[src/rtl/dmem_port_arbiter.sv]
// Arbitrates the single-port data RAM between the CPU MEM stage (fixed priority)
// and a debug/loader master. A starvation guard forces one debug slot when the CPU keeps winning.
module dmem_port_arbiter #(
  parameter int AW           = 6,
  parameter int DW           = 32,
  parameter int STARVE_LIMIT = 4
) (
  input  logic          i_clk,
  input  logic          i_rst_n,
  input  logic          i_cpu_rd,
  input  logic          i_cpu_wr,
  input  logic [AW-1:0] i_cpu_addr,
  input  logic [DW-1:0] i_cpu_wdata,
  output logic          o_cpu_stall,
  output logic          o_cpu_rvalid,
  output logic [DW-1:0] o_cpu_rdata,
  input  logic          i_dbg_req,
  input  logic          i_dbg_we,
  input  logic [AW-1:0] i_dbg_addr,
  input  logic [DW-1:0] i_dbg_wdata,
  output logic          o_dbg_gnt,
  output logic          o_dbg_rvalid,
  output logic [DW-1:0] o_dbg_rdata,
  output logic [AW-1:0] o_ram_addr,
  output logic [DW-1:0] o_ram_wdata,
  output logic          o_ram_wren,
  input  logic [DW-1:0] i_ram_q,
  output logic [15:0]   o_stat_forced
);

  typedef enum logic {ST_ARB, ST_FORCE} state_t;

  localparam logic [7:0] LIMIT = 8'(STARVE_LIMIT);

  state_t        r_state;
  state_t        w_stateNext;
  logic [7:0]    r_waitCnt;
  logic [7:0]    w_waitNext;
  logic          r_cpuTag;
  logic          r_dbgTag;
  logic [15:0]   r_statForced;
  logic          w_cpuAct;
  logic          w_cGrant;
  logic          w_dGrant;
  logic          w_stall;
  logic          w_forceHit;
  logic [AW-1:0] w_addr;
  logic [DW-1:0] w_wdata;
  logic          w_wren;

  assign w_cpuAct = i_cpu_rd | i_cpu_wr;

  always_comb begin
    w_stateNext = r_state;
    w_waitNext  = r_waitCnt;
    w_cGrant    = 1'b0;
    w_dGrant    = 1'b0;
    w_stall     = 1'b0;
    w_forceHit  = 1'b0;
    w_addr      = '0;
    w_wdata     = '0;
    w_wren      = 1'b0;
    case (r_state)
      ST_ARB: begin
        if (w_cpuAct) begin
          w_cGrant   = 1'b1;
          w_addr     = i_cpu_addr;
          w_wdata    = i_cpu_wdata;
          w_wren     = i_cpu_wr;
          w_waitNext = i_dbg_req ? (r_waitCnt + 8'd1) : 8'd0;
          if (i_dbg_req && (w_waitNext == LIMIT)) begin
            w_stateNext = ST_FORCE;
          end
        end else if (i_dbg_req) begin
          w_dGrant   = 1'b1;
          w_addr     = i_dbg_addr;
          w_wdata    = i_dbg_wdata;
          w_wren     = i_dbg_we;
          w_waitNext = 8'd0;
        end else begin
          w_waitNext = 8'd0;
        end
      end
      ST_FORCE: begin
        // One-cycle debug slot; the CPU is held off even if the debug master has gone away.
        w_stall     = w_cpuAct;
        w_waitNext  = 8'd0;
        w_stateNext = ST_ARB;
        if (i_dbg_req) begin
          w_dGrant   = 1'b1;
          w_forceHit = 1'b1;
          w_addr     = i_dbg_addr;
          w_wdata    = i_dbg_wdata;
          w_wren     = i_dbg_we;
        end
      end
      default: w_stateNext = ST_ARB;
    endcase
  end

  always_ff @(posedge i_clk or negedge i_rst_n) begin
    if (!i_rst_n) begin
      r_state      <= ST_ARB;
      r_waitCnt    <= 8'd0;
      r_cpuTag     <= 1'b0;
      r_dbgTag     <= 1'b0;
      r_statForced <= 16'd0;
    end else begin
      r_state   <= w_stateNext;
      r_waitCnt <= w_waitNext;
      r_cpuTag  <= w_cGrant & i_cpu_rd & ~i_cpu_wr;
      r_dbgTag  <= w_dGrant & ~i_dbg_we;
      if (w_forceHit && (r_statForced != 16'hFFFF)) begin
        r_statForced <= r_statForced + 16'd1;
      end
    end
  end

  // Combinational outputs are gated by reset so nothing reaches the RAM while it is held.
  assign o_cpu_stall   = w_stall & i_rst_n;
  assign o_dbg_gnt     = w_dGrant & i_rst_n;
  assign o_ram_wren    = w_wren & i_rst_n;
  assign o_ram_addr    = i_rst_n ? w_addr : '0;
  assign o_ram_wdata   = i_rst_n ? w_wdata : '0;
  assign o_cpu_rvalid  = r_cpuTag;
  assign o_dbg_rvalid  = r_dbgTag;
  assign o_cpu_rdata   = r_cpuTag ? i_ram_q : '0;
  assign o_dbg_rdata   = r_dbgTag ? i_ram_q : '0;
  assign o_stat_forced = r_statForced;

endmodule

[config.mk]
export PLATFORM = sky130hd
export DESIGN_NAME = dmem_port_arbiter
export DESIGN_NICKNAME = d
export VERILOG_FILES = /design/src/rtl/dmem_port_arbiter.sv
export SDC_FILE = /design/constraint.sdc
export NUM_CORES = 1
export LEC_CHECK = 0
export BUFFER_PORTS_ARGS = -buffer_cell sky130_fd_sc_hd__buf_4
export CAP_MARGIN = 20
export CELL_PAD_IN_SITES_DETAIL_PLACEMENT = 0
export CELL_PAD_IN_SITES_GLOBAL_PLACEMENT = 1
export CORE_UTILIZATION = 23
export DETAILED_ROUTE_END_ITERATION = 10
export PLACE_DENSITY = 0.8
export SYNTH_ARGS = -nofsm -noshare
export SYNTH_HDL_FRONTEND = slang
export SYNTH_SLANG_ARGS = --single-unit
[constraint.sdc]
create_clock -name i_clk -period 1.84 [get_ports i_clk]
set_input_delay 0.092 -clock i_clk [delete_from_list [all_inputs] [get_ports i_clk]]
set_output_delay 0.092 -clock i_clk [all_outputs]
set_load 0.01 [all_outputs]
==> impl_metrics.toml, run 1 <==
[clock_network]
numClockSinks = 27
clkTransAtPathRegs_ps = 90
worstSkewPairLatency_ps = 280
cts_root_buf = "clkbuf_8"
cts_tree = "yes"
cts_buffers = 3
htreeDepth = 1
cts_buffer_depth = 2

[critical_path]
max_stage_delay_ps = 380
path_cells = "buf_4 -> nor2_4 -> and2_4 -> buf_12 -> a22o_1 -> buf_4"
cp.required_ps = 1750
critPathBufInv = 3
path_class = "reg2out"
cp_max_fo = 19
critical_path_arrival_ps = 1620
slowest_stage = "dfrtp_1"
startpoint_type = "flop"
cpLargestDelayFamily = "buffers and inverters"
endpoint_kind = "output pin"
critPathMostFrequentCell = "buf_4"

[synth]
synthCells = 251
syn_nets = 367
syn_area_um2 = 2216
synth_top_area_share_pct = 30.49
syn-mean-instance-area_um2 = 8.828
synth-async-reset-ratio_pct = 100.0
yosysTopAreaCell = "dfrtp_1"
seq_area_frac_synth_pct = 30.49
synth_cell_types = 41
yosys-top-cells-count = "66 x and2_1, 38 x a22o_1, 27 x dfrtp_1"
synth_area_leaders = "dfrtp_1 30%, and2_1 19%, a22o_1 15%, xor2_1 5.5%, nor2_1 2.5%"
yosysMostFrequentCell = "and2_1"
ys.flop_type = "dfrtp_1"
synth-seq-cells = 27
ys_warn_count = 0
synth_edf_count = 0

[floorplanning]
die_height_um = 100.2
die-area_um2 = 10030
start_util_pct = 23.87
io_pins = 237
core_um2 = 9284
die-width_um = 100.2
rows = 35

[sta]
tightest_slew_ps = 392.4
rsz0062_at_grt = "true"
hold_violations = 0
skew_ps = 10.80
finalHoldWorstSlack_ps = 96.37
report.final.slew_viol_count = 0
setup_viol = 0
max-slew-margin-rel_pct = 73.84
min_period_over_period_pct = 92.84
max_freq_mhz = 585.4
fin_tns_setup_ps = 0
min_period_ps = 1708

[grt]
grt_pass1_wl_mm = 14.40
gr-usage-all-layers_pct = 18.43
grt_overflow = 0
grt_max_degree = 39
grt_pass1_vias = 2600
antenna_found_initial = 1

[power]
ir_worst_vdd_uv = 219.3
power_density_nw_per_um2 = 372.8
p_leak_nw = 2.281

[placement]
portBuffers = 236
gp_congestion = 0.8413
dpl.hpwl_mm = 8.097
dp.cells = 607

[drt]
drt-wirelength-per-cell_um = 16.37
drt_iter0_drc = 114
drc_errors = 0
wl_mm = 10.12
antenna_left = 0
vias = 2802
drt_pass1_iterations = 4
avgViaCountPerCell = 4.534

[final_layout]
drive_above_1_share_pct = 54.81
seqCellArea_um2 = 675.6
fillers = 957
multiInputGateArea_um2 = 1439
antenna_cells = 0
layout.cells.non_filler = 618
fin_nets = 606
area_growth_pct = 93.39

[hold_path]
hp-class = "in2reg"

[status]
status = "finished clean"

[run]
maxCapViolCount = 0
## repair_timing
action,in CTS,in global routing
hold endpoints to repair,29,0
pin swaps,0,1
setup endpoints to repair,38,39
setup buffers,0,3
gates cloned,0,1
gates resized for setup,3,2
hold buffers,3,0
## placed cells by master, fill, tap and decap left out, types with 2 or more instances in the layout
cell type / synthesis / routed
inv_1: 5 / 5
o31ai_1: 2 / 2
and2_1: 66 / 65
xnor2_1: 6 / 6
a22o_1: 38 / 38
a21oi_1: 3 / 3
buf_12: 0 / 2
nand4_1: 5 / 5
nand2_1: 8 / 8
dlygate4sd3_1: 0 / 3
xor2_1: 14 / 14
o21ai_0: 4 / 4
ha_1: 2 / 2
clkbuf_8: 0 / 3
nor3_1: 2 / 2
dfrtp_1: 27 / 27
nand3_1: 8 / 8
nor4_1: 2 / 2
and3_1: 4 / 3
nor2_1: 15 / 14
nor4b_2: 2 / 2
buf_4: 4 / 246
a211oi_1: 2 / 2
## through the flow
stage | power, mW | utilization [%] | worst slack [ps] | cell area [um2]
finish | 1.597 | 46.16 | 131.7 | 4285
global route | 1.691 | 46.16 | 1.072 | 4285
CTS | 1.599 | 45.55 | 20.90 | 4229
detailed placement | 1.232 | 44.64 | 146.7 | 4144
global placement | 1.230 | 44.64 | 187.0 | 4144
floorplan | 0.8215 | - | 235.0 | 2216
## metal layers
layer  track usage, %  share of wire, %  wire length [um]
met1            25.16                42              4248
met4            3.233              0.88                89
met2            27.13                45              4567
met3            8.078                12              1211
met5                0                 0                 0
## kinds of logic after synthesis
family | Yosys count | share of synthesized area [%]
buffers and inverters | 23 | 5.252
AOI/OAI and AO/OA | 55 | 20.78
and+or+nand+nor | 123 | 33.94
adders and majority gates | 2 | 1.129
xor gates and xnor gates | 20 | 7.905
DFF | 27 | 30.49
muxes | 1 | 0.5082
## registers in the layout (all words and copies together), names as in the netlist
signal	count
o_stat_forced	16
r_waitCnt	8
o_cpu_rvalid	1
o_dbg_rvalid	1
r_state	1
## path summary, 6_finish.rpt
check                                         startpoint                       endpoint  slack (ps)  depth (start not counted)
max in group asynchronous                        i_rst_n         o_cpu_rvalid$_DFF_PN0_        1170                          3
min in group asynchronous                        i_rst_n         r_waitCnt[1]$_DFF_PN0_         200                          2
hold / removal                                  i_cpu_rd         o_cpu_rvalid$_DFF_PN0_         100                          3
setup reg to reg                  r_waitCnt[0]$_DFF_PN0_              r_state$_DFF_PN0_         150                          5
hold reg to reg            o_stat_forced[15]$_DFFE_PN0P_  o_stat_forced[15]$_DFFE_PN0P_         510                          1
setup / recovery                       r_state$_DFF_PN0_                o_ram_wdata[28]         130                          6
## tightest hold or removal path, stage by stage
cell,delay [ps]
buf_4,120
nand2_1,80
nor2_1,50
## report_power, final
group	internal, mW	total [mW]	switching, mW	leakage [nW]
combinational	0.375	0.633	0.258	1.89
clock	0.154	0.352	0.198	0.0217
sequential	0.603	0.613	0.00998	0.369
total	1.13	1.60	0.466	2.28
## area by class of cell
class | instances | area share [%]
Sequential cell | 27 | 15.77
Timing Repair Buffer | 252 | 45.31
Multi-Input combinational cell | 201 | 33.58
Inverter | 5 | 0.4380
Clock buffer | 3 | 0.9635
Tap cell | 129 | 3.766
Clock inverter | 1 | 0.1752
(Power assumes the default switching activity.)
==> inputs of run 2 (changes only) <==
--- a/config.mk
+++ b/config.mk
@@ -12,6 +12,7 @@
 export CORE_UTILIZATION = 23
 export DETAILED_ROUTE_END_ITERATION = 10
 export PLACE_DENSITY = 0.8
+export SETUP_SLACK_MARGIN = 0.3
 export SYNTH_ARGS = -nofsm -noshare
 export SYNTH_HDL_FRONTEND = slang
 export SYNTH_SLANG_ARGS = --single-unit
==> run 2 against run 1 <==
- first-iteration DRC count down 4.4%
- fmax rose by 2.0%
- global-route usage about the same
- clock skew barely moved
- final cell count is 1.5% higher
- critical path depth unchanged
- clock-buffer cell count did not move
- core utilization rose by 1.8 points
- non-clock buffer count increased by 9
- routed wire length is 1.9% higher
- worst hold slack worse by 6.5 ps
- register-to-register slack improved by 80 ps
- largest power group unchanged
==> impl_metrics.toml, run 2 (synthesized netlist as in run 1, its figures left out) <==
[status]
status = "finished clean"

[drt]
avgViaCountPerCell = 4.568
drc_errors = 0
drt_pass1_iterations = 4
vias = 2864
antenna_left = 0
wl_mm = 10.31
drt-wirelength-per-cell_um = 16.44
drt_iter0_drc = 109

[floorplanning]
io_pins = 237
rows = 35
die-width_um = 100.2
core_um2 = 9284
start_util_pct = 23.87
die_height_um = 100.2
die-area_um2 = 10030

[sta]
setup_viol = 0
hold_violations = 0
max-slew-margin-rel_pct = 54.74
max_freq_mhz = 596.9
min_period_ps = 1675
skew_ps = 10.34
rsz0062_at_grt = "true"
fin_tns_setup_ps = 0
finalHoldWorstSlack_ps = 89.83
min_period_over_period_pct = 91.04
tightest_slew_ps = 676.6
report.final.slew_viol_count = 0

[clock_network]
cts_buffers = 3
cts_buffer_depth = 2
clkTransAtPathRegs_ps = 100
cts_root_buf = "clkbuf_8"
cts_tree = "yes"
htreeDepth = 1
numClockSinks = 27
worstSkewPairLatency_ps = 270

[grt]
grt_pass1_vias = 2613
grt_pass1_wl_mm = 14.43
grt_overflow = 0
gr-usage-all-layers_pct = 18.48
antenna_found_initial = 0
grt_max_degree = 34

[run]
maxCapViolCount = 0

[critical_path]
startpoint_type = "flop"
r2r_start = "r_waitCnt[1]$_DFF_PN0_"
cp.required_ps = 1750
critical_path_arrival_ps = 1580
cp_max_fo = 20
path_class = "reg2out"
cp-startpoint = "r_state$_DFF_PN0_"
endpoint_kind = "output pin"

[final_layout]
fin_nets = 615
layout_commonest_cell = "buf_4"
mostFrequentLayoutCells = "252 x buf_4, 64 x and2_1, 38 x a22o_1"
fillers = 940
drive_above_1_share_pct = 58.03
largest_reg_flops = 16
area_growth_pct = 100.8
antenna_cells = 0
multiInputGateArea_um2 = 1506
seqCellArea_um2 = 679.4
utilization_pct = 47.94

[placement]
gp_congestion = 0.7408
portBuffers = 236
dpl.hpwl_mm = 8.051

[power]
p_total_mw = 1.601
p_leak_nw = 2.331
power_density_nw_per_um2 = 359.8
ir_worst_vdd_uv = 376.6

[hold_path]
hp-class = "in2reg"
hp-start = "i_cpu_rd"
run 2: critical path: stages, from the launching register on:
cell     delay (ps)
dfrtp_2         460
inv_2            80
o21ai_2          70
and3_4          190
buf_12          160
a22o_1          200
buf_4           150
run 2: cell type report:
cell class / count / share of cell area [%]
timing repair buffer: 261 / 45.80
multi-input combinational: 201 / 33.85
sequential: 27 / 15.27
tap: 129 / 3.627
clock buffer: 3 / 0.9277
inverter: 5 / 0.4217
clock inverter: 1 / 0.1125
run 2: through the flow:
step           instances  worst slack [ps]  instance area (um2)
2_1_floorplan        251             245.4                 2232
3_3_place_gp         605             206.5                 4145
3_5_place_dp         605             161.3                 4145
4_1_cts              623             159.0                 4378
5_1_grt              627             105.3                 4451
6_report             627             164.8                 4451
run 2: what timing repair did:
action | 4_1_cts | 5_1_grt
buffers inserted | 8 | 4
cloned | 2 | 0
hold buffers | 4 | 0
pin swaps | 3 | 4
gates resized for setup | 17 | 6
hold endpoints to repair | 29 | 0
setup endpoints to repair | 47 | 48
run 2: where the power goes:
group          switching [mW]  internal [mW]
Clock                   0.191          0.152
Combinational           0.262          0.388
Sequential            0.00650          0.603
Total                   0.459           1.14
run 2: path summary, 6_finish.rpt:
check                                           endpoint  slack (ps)  depth (start not counted)
max                                      o_ram_wdata[31]         160                          6
min                               o_cpu_rvalid$_DFF_PN0_          90                          3
max reg2reg                            r_state$_DFF_PN0_         230                          5
min reg2reg                o_stat_forced[15]$_DFFE_PN0P_         510                          1
max in group asynchronous  o_stat_forced[10]$_DFFE_PN0P_         810                          3
min in group asynchronous         r_waitCnt[2]$_DFF_PN0_         410                          2
run 2: routing by layer:
layer | GRT usage, % | routed length, um | share of wire, % | up-vias
met4 | 1.003 | 18 | 0.17 | 0
met2 | 29.82 | 4906 | 48 | 122
met1 | 24.05 | 4235 | 41 | 1353
met5 | 0 | 0 | 0 | -
met3 | 7.939 | 1147 | 11 | 2
li1 | - | - | - | 1387
==> inputs of run 3 (changes only) <==
--- a/config.mk
+++ b/config.mk
@@ -10,8 +10,10 @@
 export CELL_PAD_IN_SITES_DETAIL_PLACEMENT = 0
 export CELL_PAD_IN_SITES_GLOBAL_PLACEMENT = 1
 export CORE_UTILIZATION = 23
+export CTS_BUF_LIST = sky130_fd_sc_hd__clkbuf_4
 export DETAILED_ROUTE_END_ITERATION = 10
 export PLACE_DENSITY = 0.8
+export REMOVE_ABC_BUFFERS = 1
 export SETUP_SLACK_MARGIN = 0.3
 export SYNTH_ARGS = -nofsm -noshare
 export SYNTH_HDL_FRONTEND = slang
==> run 3 against run 2 <==
- global-route usage down 0.24 points
- combinational power is 2% higher
- setup slack got worse by 50 ps
- largest power group unchanged
- sequential share of layout area is 0.13 points lower
- critical path type unchanged
- clock-buffer cell count increased by 1
- worst hold slack worse by 65 ps
- critical path depth stayed put
- core utilization up 0.34 points
==> impl_metrics.toml, run 3 (synthesized netlist as in run 1, its figures left out) <==
[grt]
grt_max_degree = 40
grt_pass1_wl_mm = 14.35
gr-usage-all-layers_pct = 18.24
grt_pass1_vias = 2608
grt_overflow = 0
antenna_found_initial = 0

[sta]
fin_tns_setup_ps = 0
min_period_ps = 1726
setup_viol = 0
worst_slack_ps = 114.4
tightest_slew_ps = 528.5
min_period_over_period_pct = 93.78
rsz0062_at_grt = "true"
hold_violations = 0
skew_ps = 3.510
max-slew-margin-rel_pct = 64.65
max_freq_mhz = 579.5
report.final.slew_viol_count = 0

[drt]
drt_iter0_drc = 59
drt_pass1_iterations = 4
drc_errors = 0
wl_mm = 10.54
drt-wirelength-per-cell_um = 16.70
avgViaCountPerCell = 4.618
vias = 2914
antenna_left = 0

[power]
p_leak_nw = 2.348
power_density_nw_per_um2 = 344.6
ir_worst_vdd_uv = 281.1

[final_layout]
drive_above_1_share_pct = 58.17
area_growth_pct = 102.3
layout_commonest_cell = "buf_4"
mostFrequentLayoutCells = "254 x buf_4, 64 x and2_1, 38 x a22o_1"
multiInputGateArea_um2 = 1523
largest_reg_flops = 16
seqCellArea_um2 = 678.2
fin_nets = 619
fillers = 916
fin_area_um2 = 4482
antenna_cells = 0
utilization_pct = 48.27

[floorplanning]
start_util_pct = 23.87
die-width_um = 100.2
rows = 35
die-area_um2 = 10030
core_um2 = 9284
die_height_um = 100.2
io_pins = 237

[placement]
portBuffers = 236
dp_slack_ps = 124.0
placed_area_um2 = 4144
dpl.hpwl_mm = 8.190
gp_congestion = 0.7980

[clock_network]
cts_buffers = 3
worstSkewPairLatency_ps = 320
cts_root_buf = "clkbuf_4"
htreeDepth = 1
cts_buffer_depth = 2
cts_tree = "yes"
clkTransAtPathRegs_ps = 140
numClockSinks = 27

[critical_path]
slowest_stage = "dfrtp_2"
cp.required_ps = 1750
cpLargestDelayFamily = "flip-flops"
critPathBufInv = 3
startpoint_type = "flop"
endpoint_kind = "output pin"
path_cells = "inv_2 -> o21ai_2 -> and3_4 -> buf_12 -> a22o_1 -> buf_4"
path_class = "reg2out"
max_stage_delay_ps = 460
critical_path_arrival_ps = 1630
cp_max_fo = 20

[hold_path]
hp-class = "in2reg"

[run]
maxCapViolCount = 0

[status]
status = "finished clean"
[run 3: worst paths after layout]
kind / from / end / slack, ps / cells after the start
worst max-delay path: r_state$_DFF_PN0_ / o_ram_addr[4] / 110 / 6
worst min-delay path: i_cpu_rd / o_cpu_rvalid$_DFF_PN0_ / 30 / 3
worst max register to register: r_waitCnt[0]$_DFF_PN0_ / r_state$_DFF_PN0_ / 170 / 5
worst min register to register: o_stat_forced[6]$_DFFE_PN0P_ / o_stat_forced[6]$_DFFE_PN0P_ / 500 / 1
max in group asynchronous: i_rst_n / o_stat_forced[11]$_DFFE_PN0P_ / 1080 / 3
min in group asynchronous: i_rst_n / o_stat_forced[5]$_DFFE_PN0P_ / 280 / 3
[run 3: area by class of cell]
cell class,count,share of cell area (%)
Sequential cell,27,15.13
Clock buffer,4,0.6700
Timing Repair Buffer,265,46.20
Tap cell,129,3.601
Multi-Input combinational cell,201,33.98
Inverter,5,0.4188
[run 3: per-layer routing]
layer | share of wire, % | GRT usage, % | wire, um
met5 | 0 | 0 | 0
met4 | 0.28 | 2.341 | 29
met3 | 7.3 | 3.412 | 767
met2 | 54 | 34.62 | 5677
met1 | 39 | 21.70 | 4062
[run 3: timing repair]
| action | CTS | global route |
|---|---|---|
| endpoints found under the setup margin | 46 | 48 |
| resized for setup | 7 | 20 |
| endpoints found under the hold margin | 29 | 0 |
| setup buffers | 6 | 8 |
| cloned | 0 | 2 |
| hold buffers | 4 | 0 |
| pin swaps | 2 | 6 |
[run 3: worst register-to-register path: stages, from the launching register on]
cell and delay [ps]:
dfrtp_1 400, ha_2 200, nand3_1 120, xnor2_1 160, or4b_4 500, a2111oi_4 210
[run 3: where the power goes]
part	internal (mW)	leakage, nW	switching [mW]
Combinational	0.396	1.96	0.263
Sequential	0.603	0.365	0.00886
Clock	0.0994	0.0184	0.173
[run 3: per-stage QoR]
stage | std cells | total power, mW | hold slack, ps
floorplan | 233 | 0.8085 | -203.6
global placement | 607 | 1.225 | 73.43
detailed placement | 607 | 1.230 | 75.71
CTS | 621 | 1.519 | 13.48
global route | 631 | 1.616 | 31.02
finish | 631 | 1.544 | 25.30
